===== config.mk =====
export PLATFORM = sky130hd
export DESIGN_NAME = muldiv_unit
export DESIGN_NICKNAME = d
export VERILOG_FILES = /design/src/rtl/muldiv_pkg.sv /design/src/rtl/muldiv_step.sv /design/src/rtl/muldiv_unit.sv
export SDC_FILE = /design/constraint.sdc
export NUM_CORES = 1
export LEC_CHECK = 0
export BUFFER_PORTS_ARGS = -buffer_cell sky130_fd_sc_hd__buf_2
export CAP_MARGIN = 20
export CORE_UTILIZATION = 50
export CTS_BUF_LIST = sky130_fd_sc_hd__clkbuf_8
export CTS_CLUSTER_SIZE = 10
export DETAILED_ROUTE_END_ITERATION = 6
export GPL_ROUTABILITY_DRIVEN = 1
export PLACE_DENSITY_LB_ADDON = 0.05
export SYNTH_ARGS = -nofsm -noshare
export SYNTH_HDL_FRONTEND = slang
export SYNTH_SLANG_ARGS = --single-unit

===== constraint.sdc =====
create_clock -name clk_i -period 6.3 [get_ports clk_i]
set_clock_uncertainty 0.05 [all_clocks]
set_input_delay 1.26 -clock clk_i [delete_from_list [all_inputs] [get_ports clk_i]]
set_output_delay 1.26 -clock clk_i [all_outputs]
set_load 0.01 [all_outputs]

===== src/rtl/muldiv_pkg.sv =====
// muldiv_pkg: shared definitions for the iterative multiply/divide unit.
//   - MIPS R-type funct codes handled by the unit
//   - FSM state encoding and datapath step mode
//   - divide-by-zero result constants
package muldiv_pkg;

  localparam logic [5:0] FunctMfhi  = 6'b010000;
  localparam logic [5:0] FunctMthi  = 6'b010001;
  localparam logic [5:0] FunctMflo  = 6'b010010;
  localparam logic [5:0] FunctMtlo  = 6'b010011;
  localparam logic [5:0] FunctMult  = 6'b011000;
  localparam logic [5:0] FunctMultu = 6'b011001;
  localparam logic [5:0] FunctDiv   = 6'b011010;
  localparam logic [5:0] FunctDivu  = 6'b011011;

  // Divide by zero: LO is filled with this bit, HI takes the dividend unchanged.
  localparam logic DivZeroLoFill = 1'b1;

  typedef enum logic [1:0] {
    StIdle,
    StPrep,
    StRun,
    StFix
  } mdu_state_e;

  typedef enum logic {
    StepMul,
    StepDiv
  } step_mode_e;

endpackage


===== src/rtl/muldiv_step.sv =====
// muldiv_step: one combinational iteration of the iterative multiply/divide datapath.
//   mode_i  StepMul: shift-add, multiplier in acc_i[W-1:0], partial product in acc_i[2W-1:W]
//           StepDiv: restoring shift-subtract, remainder in acc_i[2W-1:W], quotient
//                    bits shifted into acc_i[W-1:0]
//   acc_i   2*WIDTH accumulator before the iteration
//   opnd_i  multiplicand (mul) or divisor (div) magnitude
//   acc_o   accumulator after the iteration
module muldiv_step
  import muldiv_pkg::*;
#(
  parameter int unsigned WIDTH = 32
) (
  input  step_mode_e         mode_i,
  input  logic [2*WIDTH-1:0] acc_i,
  input  logic [WIDTH-1:0]   opnd_i,
  output logic [2*WIDTH-1:0] acc_o
);

  logic [WIDTH:0] sum;
  logic [WIDTH:0] diff;

  always_comb begin
    // Extra top bit holds the add carry, which the right shift brings back in.
    sum  = {1'b0, acc_i[2*WIDTH-1:WIDTH]} + {1'b0, opnd_i};
    // Shifted partial remainder is WIDTH+1 bits; diff[WIDTH] set means borrow.
    diff = acc_i[2*WIDTH-1:WIDTH-1] - {1'b0, opnd_i};
    acc_o = acc_i;
    unique case (mode_i)
      StepMul: begin
        if (acc_i[0]) acc_o = {sum, acc_i[WIDTH-1:1]};
        else          acc_o = {1'b0, acc_i[2*WIDTH-1:1]};
      end
      StepDiv: begin
        if (!diff[WIDTH]) acc_o = {diff[WIDTH-1:0], acc_i[WIDTH-2:0], 1'b1};
        else              acc_o = {acc_i[2*WIDTH-2:0], 1'b0};
      end
      default: acc_o = acc_i;
    endcase
  end

endmodule


===== src/rtl/muldiv_unit.sv =====
// muldiv_unit: iterative multiply/divide unit with architectural HI/LO registers.
// Handles mult, multu, div, divu, mfhi, mflo, mthi, mtlo. mult/div run
// IDLE -> PREP -> RUN (WIDTH cycles) -> FIX -> IDLE.
// Build option: MULDIV_DIV_EN enables div/divu; without it they decode as illegal.
// Ports:
//   clk_i      clock, rising edge
//   reset_i    synchronous active-high reset
//   start_i    current instruction is an MDU candidate
//   funct_i    instruction funct field
//   a_i, b_i   rs / rt operands
//   result_o   HI for mfhi, LO for mflo, else 0
//   stall_o    MDU op presented while busy
//   busy_o     mult/div in flight
//   done_o     pulse in the cycle HI/LO take the result
//   illegal_o  start with a non-MDU funct
//   hi_o, lo_o architectural HI/LO
module muldiv_unit
  import muldiv_pkg::*;
#(
  parameter int unsigned WIDTH = 32
) (
  input  logic             clk_i,
  input  logic             reset_i,
  input  logic             start_i,
  input  logic [5:0]       funct_i,
  input  logic [WIDTH-1:0] a_i,
  input  logic [WIDTH-1:0] b_i,
  output logic [WIDTH-1:0] result_o,
  output logic             stall_o,
  output logic             busy_o,
  output logic             done_o,
  output logic             illegal_o,
  output logic [WIDTH-1:0] hi_o,
  output logic [WIDTH-1:0] lo_o
);

  localparam int unsigned CntW = $clog2(WIDTH) + 1;

  mdu_state_e         state_q, state_d;
  logic [CntW-1:0]    cnt_q, cnt_d;
  logic [2*WIDTH-1:0] acc_q, acc_d;
  logic [WIDTH-1:0]   opnd_q, opnd_d;
  logic [WIDTH-1:0]   a_q, a_d;
  logic [WIDTH-1:0]   b_q, b_d;
  logic               div_q, div_d;
  logic               signed_q, signed_d;
  logic               neg_lo_q, neg_lo_d;
  logic               neg_hi_q, neg_hi_d;
  logic [WIDTH-1:0]   hi_q, hi_d;
  logic [WIDTH-1:0]   lo_q, lo_d;

  // Funct decode
  logic f_mfhi, f_mthi, f_mflo, f_mtlo, f_mul, f_div, f_signed, f_mdu;

  always_comb begin
    f_mfhi   = (funct_i == FunctMfhi);
    f_mthi   = (funct_i == FunctMthi);
    f_mflo   = (funct_i == FunctMflo);
    f_mtlo   = (funct_i == FunctMtlo);
    f_mul    = (funct_i == FunctMult) || (funct_i == FunctMultu);
`ifdef MULDIV_DIV_EN
    f_div    = (funct_i == FunctDiv) || (funct_i == FunctDivu);
`else
    f_div    = 1'b0;
`endif
    f_signed = (funct_i == FunctMult) || (funct_i == FunctDiv);
    f_mdu    = f_mfhi | f_mthi | f_mflo | f_mtlo | f_mul | f_div;
  end

  // Operand magnitudes and signs, used only in PREP
  logic             a_neg, b_neg;
  logic [WIDTH-1:0] mag_a, mag_b;

  always_comb begin
    a_neg = signed_q & a_q[WIDTH-1];
    b_neg = signed_q & b_q[WIDTH-1];
    mag_a = a_neg ? (~a_q + 1'b1) : a_q;
    mag_b = b_neg ? (~b_q + 1'b1) : b_q;
  end

  step_mode_e         step_mode;
  logic [2*WIDTH-1:0] step_acc;

  assign step_mode = div_q ? StepDiv : StepMul;

  muldiv_step #(
    .WIDTH(WIDTH)
  ) u_step (
    .mode_i (step_mode),
    .acc_i  (acc_q),
    .opnd_i (opnd_q),
    .acc_o  (step_acc)
  );

  // Sign fixup of the finished accumulator
  logic [2*WIDTH-1:0] prod;
  logic [WIDTH-1:0]   quot, rem;

  always_comb begin
    prod = neg_lo_q ? (~acc_q + 1'b1) : acc_q;
    quot = neg_lo_q ? (~acc_q[WIDTH-1:0] + 1'b1) : acc_q[WIDTH-1:0];
    rem  = neg_hi_q ? (~acc_q[2*WIDTH-1:WIDTH] + 1'b1) : acc_q[2*WIDTH-1:WIDTH];
  end

  always_comb begin
    state_d  = state_q;
    cnt_d    = cnt_q;
    acc_d    = acc_q;
    opnd_d   = opnd_q;
    a_d      = a_q;
    b_d      = b_q;
    div_d    = div_q;
    signed_d = signed_q;
    neg_lo_d = neg_lo_q;
    neg_hi_d = neg_hi_q;
    hi_d     = hi_q;
    lo_d     = lo_q;
    unique case (state_q)
      StIdle: begin
        if (start_i && f_mdu) begin
          if (f_mthi) hi_d = a_i;
          if (f_mtlo) lo_d = a_i;
          if (f_mul || f_div) begin
            a_d      = a_i;
            b_d      = b_i;
            div_d    = f_div;
            signed_d = f_signed;
            state_d  = StPrep;
          end
        end
      end
      StPrep: begin
        neg_lo_d = a_neg ^ b_neg;
        neg_hi_d = div_q & a_neg;
        if (div_q) begin
          acc_d  = {{WIDTH{1'b0}}, mag_a};
          opnd_d = mag_b;
        end else begin
          acc_d  = {{WIDTH{1'b0}}, mag_b};
          opnd_d = mag_a;
        end
        cnt_d   = '0;
        state_d = StRun;
      end
      StRun: begin
        acc_d = step_acc;
        cnt_d = cnt_q + CntW'(1);
        if (cnt_q == CntW'(WIDTH - 1)) state_d = StFix;
      end
      StFix: begin
`ifdef MULDIV_DIV_EN
        if (div_q) begin
          if (b_q == '0) begin
            hi_d = a_q;
            lo_d = {WIDTH{DivZeroLoFill}};
          end else begin
            hi_d = rem;
            lo_d = quot;
          end
        end else begin
          hi_d = prod[2*WIDTH-1:WIDTH];
          lo_d = prod[WIDTH-1:0];
        end
`else
        hi_d = prod[2*WIDTH-1:WIDTH];
        lo_d = prod[WIDTH-1:0];
`endif
        state_d = StIdle;
      end
      default: state_d = StIdle;
    endcase
  end

  always_ff @(posedge clk_i) begin
    if (reset_i) begin
      state_q  <= StIdle;
      cnt_q    <= '0;
      acc_q    <= '0;
      opnd_q   <= '0;
      a_q      <= '0;
      b_q      <= '0;
      div_q    <= 1'b0;
      signed_q <= 1'b0;
      neg_lo_q <= 1'b0;
      neg_hi_q <= 1'b0;
      hi_q     <= '0;
      lo_q     <= '0;
    end else begin
      state_q  <= state_d;
      cnt_q    <= cnt_d;
      acc_q    <= acc_d;
      opnd_q   <= opnd_d;
      a_q      <= a_d;
      b_q      <= b_d;
      div_q    <= div_d;
      signed_q <= signed_d;
      neg_lo_q <= neg_lo_d;
      neg_hi_q <= neg_hi_d;
      hi_q     <= hi_d;
      lo_q     <= lo_d;
    end
  end

  always_comb begin
    busy_o    = (state_q != StIdle);
    done_o    = (state_q == StFix);
    stall_o   = start_i & f_mdu & busy_o;
    illegal_o = start_i & ~f_mdu;
    result_o  = '0;
    if (start_i && f_mfhi)      result_o = hi_q;
    else if (start_i && f_mflo) result_o = lo_q;
    hi_o = hi_q;
    lo_o = lo_q;
  end

endmodule


After elaboration in Yosys (flattened, before gate mapping)
Cells that the tools add are included.

word-level totals
  input port bits = 73
  flip-flop bits (word level) = 234

cells by class
  reductions and logical operators = 13
  equal/unequal tests = 16
  add/subtract/negate cells = 5
  bitwise logic cells = 14
  mux-type cells = 18

operators with widths
  kind                                                                   count
  32-bit two-way mux                                                     8
  64-bit two-way mux                                                     2
  32-bit case mux with 2 select lines                                    2
  64-bit case mux with 2 select lines                                    1
  32-bit by 1-bit adder with 32-bit output, second input constant        2
  64-bit by 1-bit adder with 64-bit output, second input constant        1
  32-bit NOT                                                             2
  64-bit NOT                                                             1
  6-bit by 5-bit equality test with 1-bit output, second input constant  8
  32-bit by 32-bit adder with 33-bit output                              1
  6-bit case mux with 2 select lines                                     1
  3-bit AND reduction                                                    4
  2-bit != test, second input constant                                   5
  2-bit case mux with 4 select lines                                     1
  6-bit by 1-bit adder with 6-bit output, second input constant          1
  2-bit two-way mux                                                      3
  2-bit nonzero test                                                     3
  1-bit AND                                                              5
  2-bit equality test, second input constant                             2
  1-bit bitwise OR                                                       4
  1-bit logical AND                                                      3
  2-bit by 1-bit equality test with 1-bit output, second input constant  1
  2-bit zero test                                                        1
  1-bit logical OR                                                       2
  other kinds (2)                                                        2

Depth between registers and ports, before layout
  word-level depth = 8
  mapped depth = 11
  mapped depth without buffers = 11

By module
A second synthesis with hierarchy kept.

second synthesis, totals
  cells, all modules = 2285
  area, all modules = 17175.2 um2

by module, submodules not included
  module       cells an instance  area an instance (um2)  times used
  muldiv_unit  1595               12454.4                 1
  muldiv_step  690                4720.8                  1

Least setup slack after synthesis
OpenSTA, ideal clock, no wires.

  path kind = input port to output port
  start point = input port funct_i[2]
  end point = output port result_o[10]
  data required time = 4990 ps
  stages = 6
  arrival time = 2479 ps
  path slack = 2511 ps
  cells stage by stage = nor2_1 nand2_1 nor3b_1 nand2b_1 clkbuf_1 nor2_1

between the ends
  word-level cells in the longest chain between the ends = 4
  elaborated cells between the ends (all ways) = 6
  those cells by class = eq/ne (2); mux (2); reduce/logical (2)

RTL lines
  element                                         RTL line            RTL
  start: declaration                              muldiv_unit.sv:25   input logic [5:0] funct_i,
  6-bit by 5-bit equality test with 1-bit output  muldiv_unit.sv:58   f_mflo = (funct_i == FunctMflo);
  1-bit logical AND                               muldiv_unit.sv:211  else if (start_i && f_mflo) result_o = lo_q;
  32-bit two-way mux                              muldiv_unit.sv:211
  32-bit two-way mux (*)                          muldiv_unit.sv:210  if (start_i && f_mfhi) result_o = hi_q;
  end: declaration                                muldiv_unit.sv:28   output logic [WIDTH-1:0] result_o,

Mark *: on every way between the ends. The rest lies on a longest branch, timed or not.

Worst setup path after layout
  start point = input port funct_i[2]
  end point = output port result_o[14]

Same word-level chain as after synthesis.

==> out/metrics.cfg <==
[synth]
yosysWarnings = 0
synthDistinctLibCells = 79
async_reset_ff_frac = 0
count_of_mapped_cells_out_of_synthesis = 1839
synth_largest_type_area_fraction = 0.3323
synth-seq-area-share = 0.3323
postSynthAreaPerCell_um2 = 7.665
synth-edff-count = 0
synth_ff_type = sky130_fd_sc_hd__dfxtp_1
synth_fp_nets = 1954
ys_ff_latch = 234
post-synth-top-area-cell = sky130_fd_sc_hd__dfxtp_1
syn_area_um2 = 14100
synth_area_leaders = sky130_fd_sc_hd__dfxtp_1 33%, sky130_fd_sc_hd__nand2_1 7.3%, sky130_fd_sc_hd__a21oi_1 6.1%, sky130_fd_sc_hd__nor2_1 5.7%, sky130_fd_sc_hd__xor2_1 5.6%

[finish]
syn2layout_area_growth_pct = 13.12
utilization = 0.5740
multi_input_area_um2 = 8880
register_area_um2 = 4686
insertedDiodeCount = 0
final_layout_size_suffix_gt1_frac = 0.1416
final.fill_count = 2734
nNetsFinal = 2064

[hold_path]
min-delay-path-class = reg -> reg

[timing]
slew-limit-headroom = 0.1330
maximum_frequency_from_static_timing_analysis_ghz = 0.2327
setup-violations-final = 0
finalCriticalPeriod_ns = 4.298
drv_slew = 0
worst_hold_slack_ns = 0.4036
grt_setup_unrepaired = false
worstMarginPinSlew_ns = 1.291
setup_tns_ns = 0
final_min_period_over_clock_period = 0.6823
hold_violations = 0

[job]
max-cap-violations = 0

[pwr]
reported_net_switching_power_uw = 1270
power_frac_clock = 0.358
irDropWorstVdd_mv = 0.1516
seq_power_share = 0.424
int_power_uw = 2545
total_leakage_power_uw = 0.006461
power.combinational.fraction = 0.218
swShare = 0.3329
power_per_cell_area_nw_per_um2 = 239.2

[worst_setup_path]
crit_path_end_kind = output port
worstPathBufferInverterCount = 3
crit_path_top_delay_cell = sky130_fd_sc_hd__nor3b_1
critical_path.startpoint_type = input pin
worst_path_dominant_cell_family = simple AND/OR/NAND/NOR gates
criticalPathCategory = in -> out
critical_path_required_ns = 4.99
timing.critical_path.cells = buf_2 -> nor2_1 -> nand2_1 -> nor3b_1 -> nand2b_1 -> buf_8 -> nor2_1 -> buf_2
path_max_fanout = 30
cp_data_arrival_time_ns = 2.99
critPathMaxStageDelay_ns = 0.67

[cts]
clock_sinks = 234
tritoncts.num_buffers = 42
insertion_delay_ns = 0.57
cts_max_path_buffers = 3
cts_resized = 0
h-tree-depth = 2
postCtsSetupRepairBufs = 0
root_buffer = sky130_fd_sc_hd__clkbuf_8
cts_tree = yes
cts.clk_slew.worst_paths_ns = 0.06
cts-hold-fix-buffers = 0

[routing]
detail_route_antenna_nets = 0
post-route-drc-count = 0
route.detailed.wl_per_inst_um = 20.32
vias_per_cell = 5.973
first_iter_violations = 1189
detailroute.via_count = 14030
totalWireLength_mm = 47.73
detail_route.first_pass.iterations = 6

[placed_design]
dp.final_hpwl_mm = 36.07
place.gp.congestion = 0.9735
buffer_ports.inserted = 172

[global_routing]
antenna_found_initial = 5
first_global_vias = 12430
grt_first_pass_wirelength_mm = 73.32
grt_remaining_overflow = 0
overall_fraction_of_global_route_tracks_in_use = 0.3287
pin_count_of_the_biggest_net_entering_global_routing = 82

[floorplanning]
rows = 61
pin_count = 173
die_width_um = 169.9
overall_die_height_um = 169.9
core_um2 = 27780
floorplan_die_area_um2 = 28870
start_util = 0.5074

[status]
status = finished clean

-- cells by family after synthesis --
group / Yosys count / share of synthesized area
compound gates: 547 / 0.2469
xor+xnor: 136 / 0.08450
fa+ha+maj: 42 / 0.03781
buf+inv: 151 / 0.04048
flops: 234 / 0.3323
mux: 67 / 0.04784
simple gates: 662 / 0.2101
-- synth_stat cells, types with 4 or more instances --
cell type and number:
sky130_fd_sc_hd__nand2_1 273, sky130_fd_sc_hd__dfxtp_1 234, sky130_fd_sc_hd__nor2_1 213, sky130_fd_sc_hd__a21oi_1 173
sky130_fd_sc_hd__clkbuf_1 110, sky130_fd_sc_hd__o21ai_0 97, sky130_fd_sc_hd__xor2_1 90, sky130_fd_sc_hd__mux2i_1 64
sky130_fd_sc_hd__a211oi_1 58, sky130_fd_sc_hd__xnor2_1 46, sky130_fd_sc_hd__ha_1 41, sky130_fd_sc_hd__o31ai_1 30
sky130_fd_sc_hd__inv_1 28, sky130_fd_sc_hd__nor3_1 28, sky130_fd_sc_hd__a21o_1 25, sky130_fd_sc_hd__nand3_1 24
sky130_fd_sc_hd__a22oi_1 22, sky130_fd_sc_hd__o22ai_1 22, sky130_fd_sc_hd__a31oi_1 17, sky130_fd_sc_hd__o41ai_1 15
sky130_fd_sc_hd__or3_1 15, sky130_fd_sc_hd__and3_1 14, sky130_fd_sc_hd__nor4_1 14, sky130_fd_sc_hd__nor2b_1 13
sky130_fd_sc_hd__o211ai_1 13, sky130_fd_sc_hd__nand4_1 12, sky130_fd_sc_hd__a311oi_1 11, sky130_fd_sc_hd__buf_1 11
sky130_fd_sc_hd__nand2b_1 10, sky130_fd_sc_hd__o21ai_1 10, sky130_fd_sc_hd__and2_1 9, sky130_fd_sc_hd__a211o_1 7
sky130_fd_sc_hd__or4_1 7, sky130_fd_sc_hd__o221ai_1 5, sky130_fd_sc_hd__a222oi_1 4, sky130_fd_sc_hd__nor3b_1 4
sky130_fd_sc_hd__o21bai_1 4, sky130_fd_sc_hd__or2_2 4, sky130_fd_sc_hd__or4_4 4
-- sequential cells by signal (all words and copies together), names as in the netlist --
| name | count |
|---|---|
| lo_o | 32 |
| acc_q | 64 |
| opnd_q | 32 |
| hi_o | 32 |
| signed_q | 1 |
| a_q | 32 |
| cnt_q | 6 |
| state_q | 2 |
| b_q | 32 |
| neg_lo_q | 1 |
-- routing by layer --
layer | vias up | wire length (um) | track usage
met1 | 6580 | 22840 | 0.4881
met5 | - | 0 | 0
li1 | 6813 | - | -
met2 | 558 | 19460 | 0.4808
met4 | 0 | 1212 | 0.09440
met3 | 79 | 4221 | 0.05674
-- cells in the final DEF, fill, tap and decap left out, types with 22 or more instances in the layout --
cell	count
sky130_fd_sc_hd__buf_2	171
sky130_fd_sc_hd__xnor2_1	46
sky130_fd_sc_hd__a211oi_1	58
sky130_fd_sc_hd__dfxtp_1	233
sky130_fd_sc_hd__nand3_1	24
sky130_fd_sc_hd__nor3_1	28
sky130_fd_sc_hd__o22ai_1	22
sky130_fd_sc_hd__xor2_1	90
sky130_fd_sc_hd__o21ai_0	97
sky130_fd_sc_hd__clkbuf_8	52
sky130_fd_sc_hd__a21o_1	25
sky130_fd_sc_hd__nor2_1	213
sky130_fd_sc_hd__nand2_1	272
sky130_fd_sc_hd__ha_1	39
sky130_fd_sc_hd__o31ai_1	30
sky130_fd_sc_hd__a21oi_1	173
sky130_fd_sc_hd__a22oi_1	22
sky130_fd_sc_hd__inv_1	37
sky130_fd_sc_hd__mux2i_1	64
-- power groups by stage --
stage / clock network (uW) / registers, uW / logic, uW
global route: 1460 / 1620 / 903
detailed placement: 0 / 1650 / 817
global placement: 0 / 1650 / 811
finish: 1370 / 1620 / 830
floorplan: 0 / 1620 / 589
CTS: 1390 / 1620 / 820
-- worst reg2reg max path: stages, from the launching register on --
cell and delay, ns:
sky130_fd_sc_hd__dfxtp_1 0.41, sky130_fd_sc_hd__inv_1 0.13, sky130_fd_sc_hd__ha_1 0.29, sky130_fd_sc_hd__buf_4 0.44
sky130_fd_sc_hd__nand2_1 0.42, sky130_fd_sc_hd__nor3_1 1.08, sky130_fd_sc_hd__nand2_1 0.20, sky130_fd_sc_hd__nor2_1 0.20
sky130_fd_sc_hd__nand2_1 0.07, sky130_fd_sc_hd__o21ai_0 0.15
-- stage by stage --
stage	setup WS, ns	instance area [um^2]	total power, uW	cells
floorplan	2.511	14100	2206	1839
CTS	1.472	15900	3821	2347
detailed placement	1.479	15120	2464	2281
global placement	1.602	15120	2457	2281
finish	2.002	15950	3815	2349
global route	1.822	15950	3986	2349
-- area by class of cell --
type,instances,share of cell area
multi-input cells,1454,0.5569
flip-flops and latches,234,0.2939
repair buffers,188,0.06364
clock buffers,52,0.04488
well taps,378,0.02966
inverters,29,0.006827
clock inverters,14,0.004237
-- worst paths after layout --
path                   start      endpoint  slack, ns  cells after the start
setup / recovery  funct_i[2]  result_o[14]       2.00                      8
setup reg to reg  state_q[0]     acc_q[63]       2.79                      9
hold reg to reg     hi_o[24]      hi_o[24]       0.40                      2
hold / removal      hi_o[24]      hi_o[24]       0.40                      2
(Power assumes the default switching activity.)
